<file path="config.mk">
export PLATFORM = sky130hd
export DESIGN_NAME = fetch_queue
export DESIGN_NICKNAME = d
export VERILOG_FILES = /design/src/rtl/fetch_queue.sv
export SDC_FILE = /design/constraint.sdc
export NUM_CORES = 1
export LEC_CHECK = 0
export BUFFER_PORTS_ARGS = -buffer_cell sky130_fd_sc_hd__buf_2
export CORE_ASPECT_RATIO = 0.7
export CORE_MARGIN = 4
export CORE_UTILIZATION = 40
export CTS_CLUSTER_DIAMETER = 120
export DETAILED_ROUTE_END_ITERATION = 7
export GPL_TIMING_DRIVEN = 0
export SLEW_MARGIN = 20
export SYNTH_ARGS = -nofsm -noshare
export SYNTH_HDL_FRONTEND = slang
export SYNTH_SLANG_ARGS = --single-unit
</file>
<file path="constraint.sdc">
create_clock -name clk -period 3.5 [get_ports clk]
set_input_delay 0.525 -clock clk [delete_from_list [all_inputs] [get_ports clk]]
set_output_delay 0.525 -clock clk [all_outputs]
set_load 0.1 [all_outputs]
</file>
<file path="src/rtl/fetch_queue.sv">
// Instruction fetch unit with back-to-back prefetch, a QUEUE_DEPTH-entry
// instruction/PC FIFO towards the decoder, and a redirect path that lets an
// in-flight memory response complete before it is thrown away.
module fetch_queue #(
  parameter int unsigned           ADDR_WIDTH  = 32,
  parameter int unsigned           DATA_WIDTH  = 32,
  parameter int unsigned           QUEUE_DEPTH = 4,
  parameter logic [ADDR_WIDTH-1:0] RESET_PC    = '0
) (
  input  logic                           clk,
  input  logic                           reset,
  output logic [ADDR_WIDTH-1:0]          mem_addr,
  output logic                           mem_we,
  output logic                           mem_req_valid,
  input  logic [DATA_WIDTH-1:0]          mem_rdata,
  input  logic                           mem_data_valid,
  input  logic                           redirect_valid,
  input  logic [ADDR_WIDTH-1:0]          redirect_pc,
  input  logic                           decoder_stall,
  output logic                           instr_valid,
  output logic [DATA_WIDTH-1:0]          instr,
  output logic [ADDR_WIDTH-1:0]          instr_pc,
  output logic [$clog2(QUEUE_DEPTH):0]   queue_count
);

  localparam int unsigned PTR_W = $clog2(QUEUE_DEPTH);
  localparam int unsigned CNT_W = PTR_W + 1;

  typedef enum logic [1:0] {
    S_IDLE = 2'd0,
    S_REQ  = 2'd1,
    S_DROP = 2'd2
  } state_e;

  state_e                 state_q, state_d;
  logic [ADDR_WIDTH-1:0]  fetch_pc_q, fetch_pc_d;
  logic [ADDR_WIDTH-1:0]  mem_addr_q, mem_addr_d;
  logic                   req_q;
  logic [CNT_W-1:0]       count_q, count_d;
  logic [PTR_W-1:0]       rd_ptr_q, wr_ptr_q;
  logic [DATA_WIDTH-1:0]  data_mem [QUEUE_DEPTH];
  logic [ADDR_WIDTH-1:0]  pc_mem   [QUEUE_DEPTH];
  logic                   push_c, pop_c;
  logic [ADDR_WIDTH-1:0]  target_pc_c;
  logic                   has_room_c;
  logic                   unused_pc_lsb;

  // Redirect targets are forced to word alignment; the low bits are dropped.
  assign target_pc_c   = {redirect_pc[ADDR_WIDTH-1:2], 2'b00};
  assign unused_pc_lsb = ^redirect_pc[1:0];

  // Queue head is read straight out of storage for zero-cycle visibility.
  assign instr_valid   = (count_q != '0);
  assign instr         = data_mem[rd_ptr_q];
  assign instr_pc      = pc_mem[rd_ptr_q];
  assign queue_count   = count_q;
  assign mem_addr      = mem_addr_q;
  assign mem_req_valid = req_q;
  assign mem_we        = 1'b0;

  // State register.
  always_ff @(posedge clk) begin
    if (reset) state_q <= S_IDLE;
    else       state_q <= state_d;
  end

  // Next-state, fetch address and occupancy; a new request is only issued
  // when a slot is free for its response once this cycle's push/pop settle.
  always_comb begin
    state_d    = state_q;
    fetch_pc_d = fetch_pc_q;
    mem_addr_d = mem_addr_q;
    pop_c      = instr_valid & ~decoder_stall;
    push_c     = (state_q == S_REQ) & mem_data_valid & ~redirect_valid;
    if (redirect_valid) count_d = '0;
    else                count_d = count_q + CNT_W'(push_c) - CNT_W'(pop_c);
    has_room_c = (count_d < CNT_W'(QUEUE_DEPTH));

    unique case (state_q)
      S_IDLE: begin
        if (redirect_valid) begin
          fetch_pc_d = target_pc_c;
          mem_addr_d = target_pc_c;
          state_d    = S_REQ;
        end else if (has_room_c) begin
          mem_addr_d = fetch_pc_q;
          state_d    = S_REQ;
        end
      end
      S_REQ: begin
        if (redirect_valid) begin
          fetch_pc_d = target_pc_c;
          if (mem_data_valid) begin
            mem_addr_d = target_pc_c;
            state_d    = S_REQ;
          end else begin
            state_d    = S_DROP;
          end
        end else if (mem_data_valid) begin
          fetch_pc_d = fetch_pc_q + ADDR_WIDTH'(4);
          if (has_room_c) begin
            mem_addr_d = fetch_pc_q + ADDR_WIDTH'(4);
            state_d    = S_REQ;
          end else begin
            state_d    = S_IDLE;
          end
        end
      end
      S_DROP: begin
        if (redirect_valid) begin
          fetch_pc_d = target_pc_c;
          if (mem_data_valid) begin
            mem_addr_d = target_pc_c;
            state_d    = S_REQ;
          end
        end else if (mem_data_valid) begin
          mem_addr_d = fetch_pc_q;
          state_d    = S_REQ;
        end
      end
      default: begin
        state_d = S_IDLE;
      end
    endcase
  end

  // Fetch PC, memory request registers and occupancy counter.
  always_ff @(posedge clk) begin
    if (reset) begin
      fetch_pc_q <= RESET_PC;
      mem_addr_q <= RESET_PC;
      req_q      <= 1'b0;
      count_q    <= '0;
    end else begin
      fetch_pc_q <= fetch_pc_d;
      mem_addr_q <= mem_addr_d;
      req_q      <= (state_d != S_IDLE);
      count_q    <= count_d;
    end
  end

  // FIFO storage; a flush rewinds the tail onto the head so the head slot
  // keeps showing the last value while the queue is empty.
  always_ff @(posedge clk) begin
    if (reset) begin
      rd_ptr_q <= '0;
      wr_ptr_q <= '0;
      data_mem <= '{default: '0};
      pc_mem   <= '{default: '0};
    end else if (redirect_valid) begin
      wr_ptr_q <= rd_ptr_q;
    end else begin
      if (push_c) begin
        data_mem[wr_ptr_q] <= mem_rdata;
        pc_mem[wr_ptr_q]   <= fetch_pc_q;
        wr_ptr_q           <= wr_ptr_q + PTR_W'(1);
      end
      if (pop_c) begin
        rd_ptr_q <= rd_ptr_q + PTR_W'(1);
      end
    end
  end

endmodule

</file>
* Yosys cells after proc, flatten, opt, wreduce, memory -nomap -nowiden
Index checks and enable logic that the tools add are counted.
Word-level totals: flip-flop bits (word level) 330, output and inout port bits 102, logic and storage cells 84
Operators by class: add/sub/neg operators 5, magnitude comparators 4, equal/unequal tests 7, multiplexer cells 34, bitwise operators 7, reduce and logical (&&, ||, !) cells 12
Operators by type and width (count):
- two-way mux 32 bit | 16
- bitwise mux 128 bit | 2
- binary-select mux 32 bit (select 2 bit) | 2
- case mux 32 bit (3 select lines) | 1
- demux 32 bit (select 2 bit) | 1
- case mux 32 bit (2 select lines) | 1
- adder 32 x 3 -> 32 bit (second input constant) | 1
- two-way mux 2 bit | 8
- inequality test 3 bit (second input constant) | 4
- >= comparator 3 bit (second input constant) | 2
- inverter 2 -> 3 bit | 2
- case mux 2 bit (3 select lines) | 1
- nonzero test 2 bit | 3
- nonzero test 3 bit | 2
- AND reduction 5 bit | 1
- adder 2 x 1 -> 2 bit (second input constant) | 2
- AND reduction 2 bit | 2
- adder 3 x 1 -> 3 bit | 1
- AND 1 bit | 3
- < comparator 3 x 1 -> 1 bit (second input constant) | 1
- < comparator 3 bit (second input constant) | 1
- two-way mux 3 bit | 1
- AND reduction 3 bit | 1
- subtractor 3 x 1 -> 3 bit | 1
- other kinds (8) | 9

* Logic depth before layout (Yosys ltp)
depth in word-level cells 12, depth in mapped cells 18, mapped depth without buffers 15

* Worst setup path after synthesis
No wires, ideal clock.
path type register -> register, start point reg state_q[0], end point reg mem_addr_q[10] (netlist: mem_addr[10]), data arrival time 3.644 ns, data required time 3.426 ns, setup slack -0.219 ns, cell stages (with the launch flop) 17, buffers on the path 3, period minus slack after synthesis 3.719 ns, path through dfxtp_1 ha_1 inv_1 nor2_1 clkbuf_1 clkbuf_1 nand2_1 ha_1 inv_1 ha_1 fa_1 xor3_1 o221ai_1 nor2_1 clkbuf_1 o21ai_0 o21ai_0
On the way: cells in the longest elaborated chain, start to end 9, elaborated cells between the ends (all ways) 16, classes of those cells add/sub: 2; order compare: 1; eq/ne: 6; mux: 2; bitwise: 2; reduce/logical: 3
Ends and longest elaborated chain:
- start: declaration | line 35 | state_e state_q, state_d;
- start signal: assignment | line 64 | else state_q <= state_d;
- == test 2 x 1 -> 1 bit | line 74, 79
- AND 1 bit (2 in series) | line 74 | push_c = (state_q == S_REQ) & mem_data_valid & ~redirect_valid;
- adder 3 x 1 -> 3 bit | line 76 | else count_d = count_q + CNT_W'(push_c) - CNT_W'(pop_c);
- subtractor 3 x 1 -> 3 bit | line 76
- two-way mux 3 bit | line 75 | if (redirect_valid) count_d = '0;
- < comparator 3 bit | line 77 | has_room_c = (count_d < CNT_W'(QUEUE_DEPTH));
- inequality test 3 bit (no source line)
- AND reduction 5 bit (no source line)
- end signal: assignment | line 136 | mem_addr_q <= mem_addr_d;
- end: declaration | line 37 | logic [ADDR_WIDTH-1:0] mem_addr_q, mem_addr_d;
Several ways; a longest one is shown, not always the timed one. A chain may end at the register's enable or synchronous reset.

* Worst setup path in the final report
start point reg state_q[1], end point reg mem_addr_q[10] (netlist: mem_addr[10])
The elaborated chain is that of the path after synthesis.

==> impl_results.html <==
<table>
<tr><th>Metric</th><th>Value</th></tr>
<tr><th colspan="2">Global routing</th></tr>
<tr><td>Antenna violations before repair</td><td>4</td></tr>
<tr><td>Global-route wire length before repair</td><td>88200 µm</td></tr>
<tr><td>Maximum number of pins on one net before global-route repair</td><td>14</td></tr>
<tr><td>Vias in the first global route</td><td>14400</td></tr>
<tr><td>Total global routing track utilization</td><td>27.4%</td></tr>
<tr><td>Sum of overflow across all layers after global routing</td><td>0</td></tr>
<tr><th colspan="2">Power and ir drop</th></tr>
<tr><td>Maximum vdd ir drop</td><td>0.273 mV</td></tr>
<tr><td>Cell area power density</td><td>513 nW/µm²</td></tr>
<tr><td>Leakage power</td><td>6.57 nW</td></tr>
<tr><td>Overall power consumption</td><td>9.39 mW</td></tr>
<tr><th colspan="2">Yosys</th></tr>
<tr><td>Sequential cell area fraction in the yosys report</td><td>41.9%</td></tr>
<tr><td>Warnings, synthesis</td><td>0</td></tr>
<tr><td>Cell accounting for the most synthesized area</td><td>sky130_fd_sc_hd__dfxtp_1</td></tr>
<tr><td>Area share of and/or/nand/nor cells after synthesis</td><td>20.5%</td></tr>
<tr><td>Synthesized-area fraction occupied by ao, oa, aoi and oai cells</td><td>18.0%</td></tr>
<tr><td>Adder and majority cell fraction of the synthesized area</td><td>1.11%</td></tr>
<tr><td>Biggest area contributors in the synthesized netlist</td><td>sky130_fd_sc_hd__dfxtp_1 42%, sky130_fd_sc_hd__nand2_1 14%, sky130_fd_sc_hd__a21oi_1 9.7%</td></tr>
<tr><td>#FFs+latches synth</td><td>320</td></tr>
<tr><td>Post-synthesis mux area share</td><td>12.3%</td></tr>
<tr><td>Number of distinct library cell variants in the gate-level netlist after synthesis</td><td>61</td></tr>
<tr><td>Number of enable flip-flop cells after synthesis</td><td>0</td></tr>
<tr><td>Share of the synthesized area in the top cell type</td><td>41.9%</td></tr>
<tr><td>FFs w/ async S/R, synth</td><td>0%</td></tr>
<tr><td>Cell count after synthesis</td><td>1906</td></tr>
<tr><td>Synthesized area per cell</td><td>8.02 µm²</td></tr>
<tr><td>Predominant post-synthesis flop cell</td><td>sky130_fd_sc_hd__dfxtp_1</td></tr>
<tr><td>Combinational family with the most area after synthesis</td><td>simple AND/OR/NAND/NOR gates</td></tr>
<tr><td>Syn Std Cell Area</td><td>15300 µm²</td></tr>
<tr><td>XOR/XNOR share of the synthesized area</td><td>0.843%</td></tr>
<tr><th colspan="2">Critical path</th></tr>
<tr><td>Startpoint of the worst register-to-register path</td><td>state_q[1]$_SDFF_PP0_</td></tr>
<tr><td>Worst Reg-to-Reg Cells</td><td>18</td></tr>
<tr><td>Type of the setup path with the least slack</td><td>reg2reg</td></tr>
<tr><td>Origin of the worst setup path</td><td>state_q[1]$_SDFF_PP0_</td></tr>
<tr><td>Crit path launch type</td><td>flip-flop</td></tr>
<tr><td>Critical path peak fanout</td><td>5</td></tr>
<tr><td>Worst setup path endpoint</td><td>mem_addr[10]$_SDFFE_PP0P_</td></tr>
<tr><td>Capture instance of the worst register-to-register path</td><td>mem_addr[10]$_SDFFE_PP0P_</td></tr>
<tr><td>Critical Path RT</td><td>3940 ps</td></tr>
<tr><td>R2R Setup Slk</td><td>120 ps</td></tr>
<tr><td>Worst setup EP type</td><td>flip-flop</td></tr>
<tr><td>Arr. time, crit path</td><td>3820 ps</td></tr>
<tr><th colspan="2">Floorplanning</th></tr>
<tr><td>Core area</td><td>37400 µm²</td></tr>
<tr><td>Die ar.</td><td>41500 µm²</td></tr>
<tr><td>Starting Density</td><td>40.9%</td></tr>
<tr><td>Die boundary height</td><td>172 µm</td></tr>
<tr><td>Number of top-level pins</td><td>171</td></tr>
<tr><td>Number of core rows</td><td>59</td></tr>
<tr><td>Horiz. Die Dim</td><td>242 µm</td></tr>
<tr><th colspan="2">Cells and area</th></tr>
<tr><td>Final core utilization</td><td>48.9%</td></tr>
<tr><td>Fraction of layout cells with a size suffix above 1</td><td>16.9%</td></tr>
<tr><td>Signed area change from the synthesized netlist to the final layout</td><td>19.6%</td></tr>
<tr><td>Multi-input gate area in the final layout</td><td>8180 µm²</td></tr>
<tr><td>Final nets</td><td>2212</td></tr>
<tr><td>Filler cell count in the final layout</td><td>3602</td></tr>
<tr><td>Post-layout instance area</td><td>18300 µm²</td></tr>
<tr><td>Area of all sequential standard cells</td><td>6410 µm²</td></tr>
<tr><th colspan="2">Timing</th></tr>
<tr><td>Setup repair after global routing missed its margin</td><td>no</td></tr>
<tr><td>Number of hold violations in the final report</td><td>0</td></tr>
<tr><td>Max Slew Vio Count</td><td>0</td></tr>
<tr><td>Final count of negative-setup-slack endpoints</td><td>0</td></tr>
<tr><td>Achievable frequency</td><td>296 MHz</td></tr>
<tr><td>Min Hold Slack</td><td>258 ps</td></tr>
<tr><td>Actual slew at the worst max-slew pin</td><td>1050 ps</td></tr>
<tr><td>Slew HR</td><td>30.2%</td></tr>
<tr><td>Max Clock Skew</td><td>17.3 ps</td></tr>
<tr><td>Final period demand of the worst path</td><td>3380 ps</td></tr>
<tr><td>Ratio of final minimum period to clock period</td><td>96.7%</td></tr>
<tr><th colspan="2">Detailed routing</th></tr>
<tr><td>First-iteration detailed-routing DRC count</td><td>2162</td></tr>
<tr><td>Remaining number of nets flagged by the antenna check after routing</td><td>0</td></tr>
<tr><td>Number of vias after detailed routing</td><td>15700</td></tr>
<tr><td>WL per Instance</td><td>22.7 µm</td></tr>
<tr><td>Length of the first detailed-routing pass in iterations</td><td>8</td></tr>
<tr><td>DR vias/cell</td><td>5.95</td></tr>
<tr><td>Residual DRC count</td><td>0</td></tr>
<tr><td>Final wirelength</td><td>59900 µm</td></tr>
<tr><th colspan="2">Placement</th></tr>
<tr><td>Total cell area at the placement stage</td><td>16700 µm²</td></tr>
<tr><td>Port-buffer cells</td><td>164</td></tr>
<tr><td>Weighted congestion at the end of routability-driven global placement</td><td>1.03</td></tr>
<tr><td>Detailed placement HPWL</td><td>42000 µm</td></tr>
<tr><th colspan="2">Status</th></tr>
<tr><td>Run status</td><td>completed</td></tr>
<tr><th colspan="2">CTS</th></tr>
<tr><td>CTS tree</td><td>built</td></tr>
<tr><td>Later-pin clock latency in the skew report</td><td>540 ps</td></tr>
<tr><td>Number of clock sinks</td><td>320</td></tr>
<tr><td>Largest buffer count on any clock path</td><td>3</td></tr>
<tr><td>Number of H-tree levels</td><td>2</td></tr>
<tr><td>Clock slew at reported path FFs</td><td>60 ps</td></tr>
<tr><td>Clock tree root driver cell</td><td>sky130_fd_sc_hd__clkbuf_16</td></tr>
<tr><td>Clock buffers created by TritonCTS</td><td>36</td></tr>
<tr><th colspan="2">Job</th></tr>
<tr><td>Max capacitance violation total</td><td>0</td></tr>
<tr><th colspan="2">Hold path</th></tr>
<tr><td>Class of the worst hold path</td><td>in2reg</td></tr>
</table>
[cell usage after synthesis (all sizes together) (5+ instances only)]
| cell type | n |
|---|---|
| a2111oi | 6 |
| a211oi | 10 |
| a21oi | 296 |
| a22oi | 8 |
| a32o | 12 |
| and2 | 8 |
| and3 | 11 |
| buf | 24 |
| clkbuf | 161 |
| dfxtp | 320 |
| ha | 12 |
| inv | 23 |
| mux2 | 5 |
| mux2i | 43 |
| mux4 | 62 |
| nand2 | 576 |
| nand3 | 30 |
| nand4 | 10 |
| nor2 | 78 |
| nor3 | 24 |
| nor4 | 9 |
| o211ai | 15 |
| o21ai | 66 |
| o31ai | 13 |
| o32ai | 5 |
| or2 | 5 |
| or3 | 5 |
| xnor2 | 7 |
| xor2 | 5 |
[critical path: stages (launching register included)]
cell and delay (ps):
sky130_fd_sc_hd__dfxtp_4 350, sky130_fd_sc_hd__inv_4 70, sky130_fd_sc_hd__ha_4 150, sky130_fd_sc_hd__clkinvlp_4 130, sky130_fd_sc_hd__nor2_4 200, sky130_fd_sc_hd__clkbuf_16 160
sky130_fd_sc_hd__nand2_1 50, sky130_fd_sc_hd__ha_1 280, sky130_fd_sc_hd__inv_1 40, sky130_fd_sc_hd__ha_2 160, sky130_fd_sc_hd__fa_2 340, sky130_fd_sc_hd__xor3_2 320
sky130_fd_sc_hd__o22ai_2 200, sky130_fd_sc_hd__nor2_4 60, sky130_fd_sc_hd__buf_6 140, sky130_fd_sc_hd__nor2_4 260, sky130_fd_sc_hd__clkbuf_16 230, sky130_fd_sc_hd__nand2_1 50
sky130_fd_sc_hd__o21ai_0 70
[where the power goes]
group          switching, mW  internal, mW
sequential            0.0881          3.76
combinational           1.42         0.448
clock                   1.58          2.10
total                   3.09          6.30
[routing by layer]
| layer | track usage, % | up-vias | share of wire (%) |
|---|---|---|---|
| met5 | 0 | - | 0.043 |
| met4 | 8.58 | 4 | 3.1 |
| met3 | 6.42 | 148 | 12 |
| met2 | 40.5 | 900 | 41 |
| met1 | 39.9 | 7652 | 44 |
| li1 | - | 7034 | - |
[state kept, by name, indices dropped and copies added (netlist names)]
name and flops:
rd_ptr_q 2, data_mem 128, wr_ptr_q 2, state_q 2, queue_count 3, pc_mem 120
mem_addr 32, mem_req_valid 1, fetch_pc_q 30
[placed cells by master, fill, tap and decap left out, types with 19 or more instances in the layout]
cell	instances
sky130_fd_sc_hd__inv_1	21
sky130_fd_sc_hd__dfxtp_1	318
sky130_fd_sc_hd__a21oi_1	295
sky130_fd_sc_hd__clkbuf_1	161
sky130_fd_sc_hd__o21ai_0	65
sky130_fd_sc_hd__nand2_1	575
sky130_fd_sc_hd__nor2_1	72
sky130_fd_sc_hd__buf_2	170
sky130_fd_sc_hd__mux2i_1	43
sky130_fd_sc_hd__buf_4	19
sky130_fd_sc_hd__clkbuf_16	40
sky130_fd_sc_hd__nor3_1	24
sky130_fd_sc_hd__mux4_2	62
sky130_fd_sc_hd__nand3_1	30
[layout make-up]
class	count	share of cell area, %
Multi-Input combinational cell	1380	44.7
Sequential cell	320	35.1
Timing Repair Buffer	185	5.60
Clock buffer	55	5.59
Buffer	184	4.68
Tap cell	488	3.34
Inverter	23	0.506
Clock inverter	8	0.458
Antenna cell	1	0.0137
[cell families (layout without fill, tap and decap cells)]
kind of cell / after synthesis / after routing
mux: 110 / 110
xor+xnor: 13 / 13
flops: 320 / 320
fa+ha+maj: 13 / 13
compound gates: 476 / 476
other cells: 1 / 4
buf+inv: 208 / 455
simple gates: 765 / 765
[through the flow]
| step | worst slack [ps] | setup TNS [ps] | instances |
|---|---|---|---|
| after floorplan | 79.0 | 0 | 1908 |
| after global placement | -1310 | -36690 | 2560 |
| after detailed placement | -1400 | -38110 | 2560 |
| after CTS | -42.7 | -83.6 | 2641 |
| after global routing | 34.1 | 0 | 2644 |
| final | 117 | 0 | 2644 |
[worst min path at each step]
stage	startpoint	to	slack, ps	cells past startpoint
final	mem_rdata[1]	data_mem[1]$_SDFFE_PP0P_	260	3
after global routing	mem_rdata[10]	data_mem[74]$_SDFFE_PP0P_	250	3
after CTS	mem_rdata[1]	data_mem[1]$_SDFFE_PP0P_	240	3
after detailed placement	data_mem[9]$_SDFFE_PP0P_	data_mem[9]$_SDFFE_PP0P_	440	2
after global placement	mem_addr[1]$_SDFFE_PP0P_	mem_addr[1]$_SDFFE_PP0P_	440	1
after floorplan	data_mem[63]$_SDFFE_PP0P_	data_mem[63]$_SDFFE_PP0P_	430	2
[repair_timing]
action	in CTS	in global routing
endpoints found under the setup margin	91	72
setup buffers	15	3
pin swaps	11	6
gates resized for setup	63	12
hold buffers	0	0
gates cloned	3	0
Note: power is estimated with default switching activity, not from simulation.
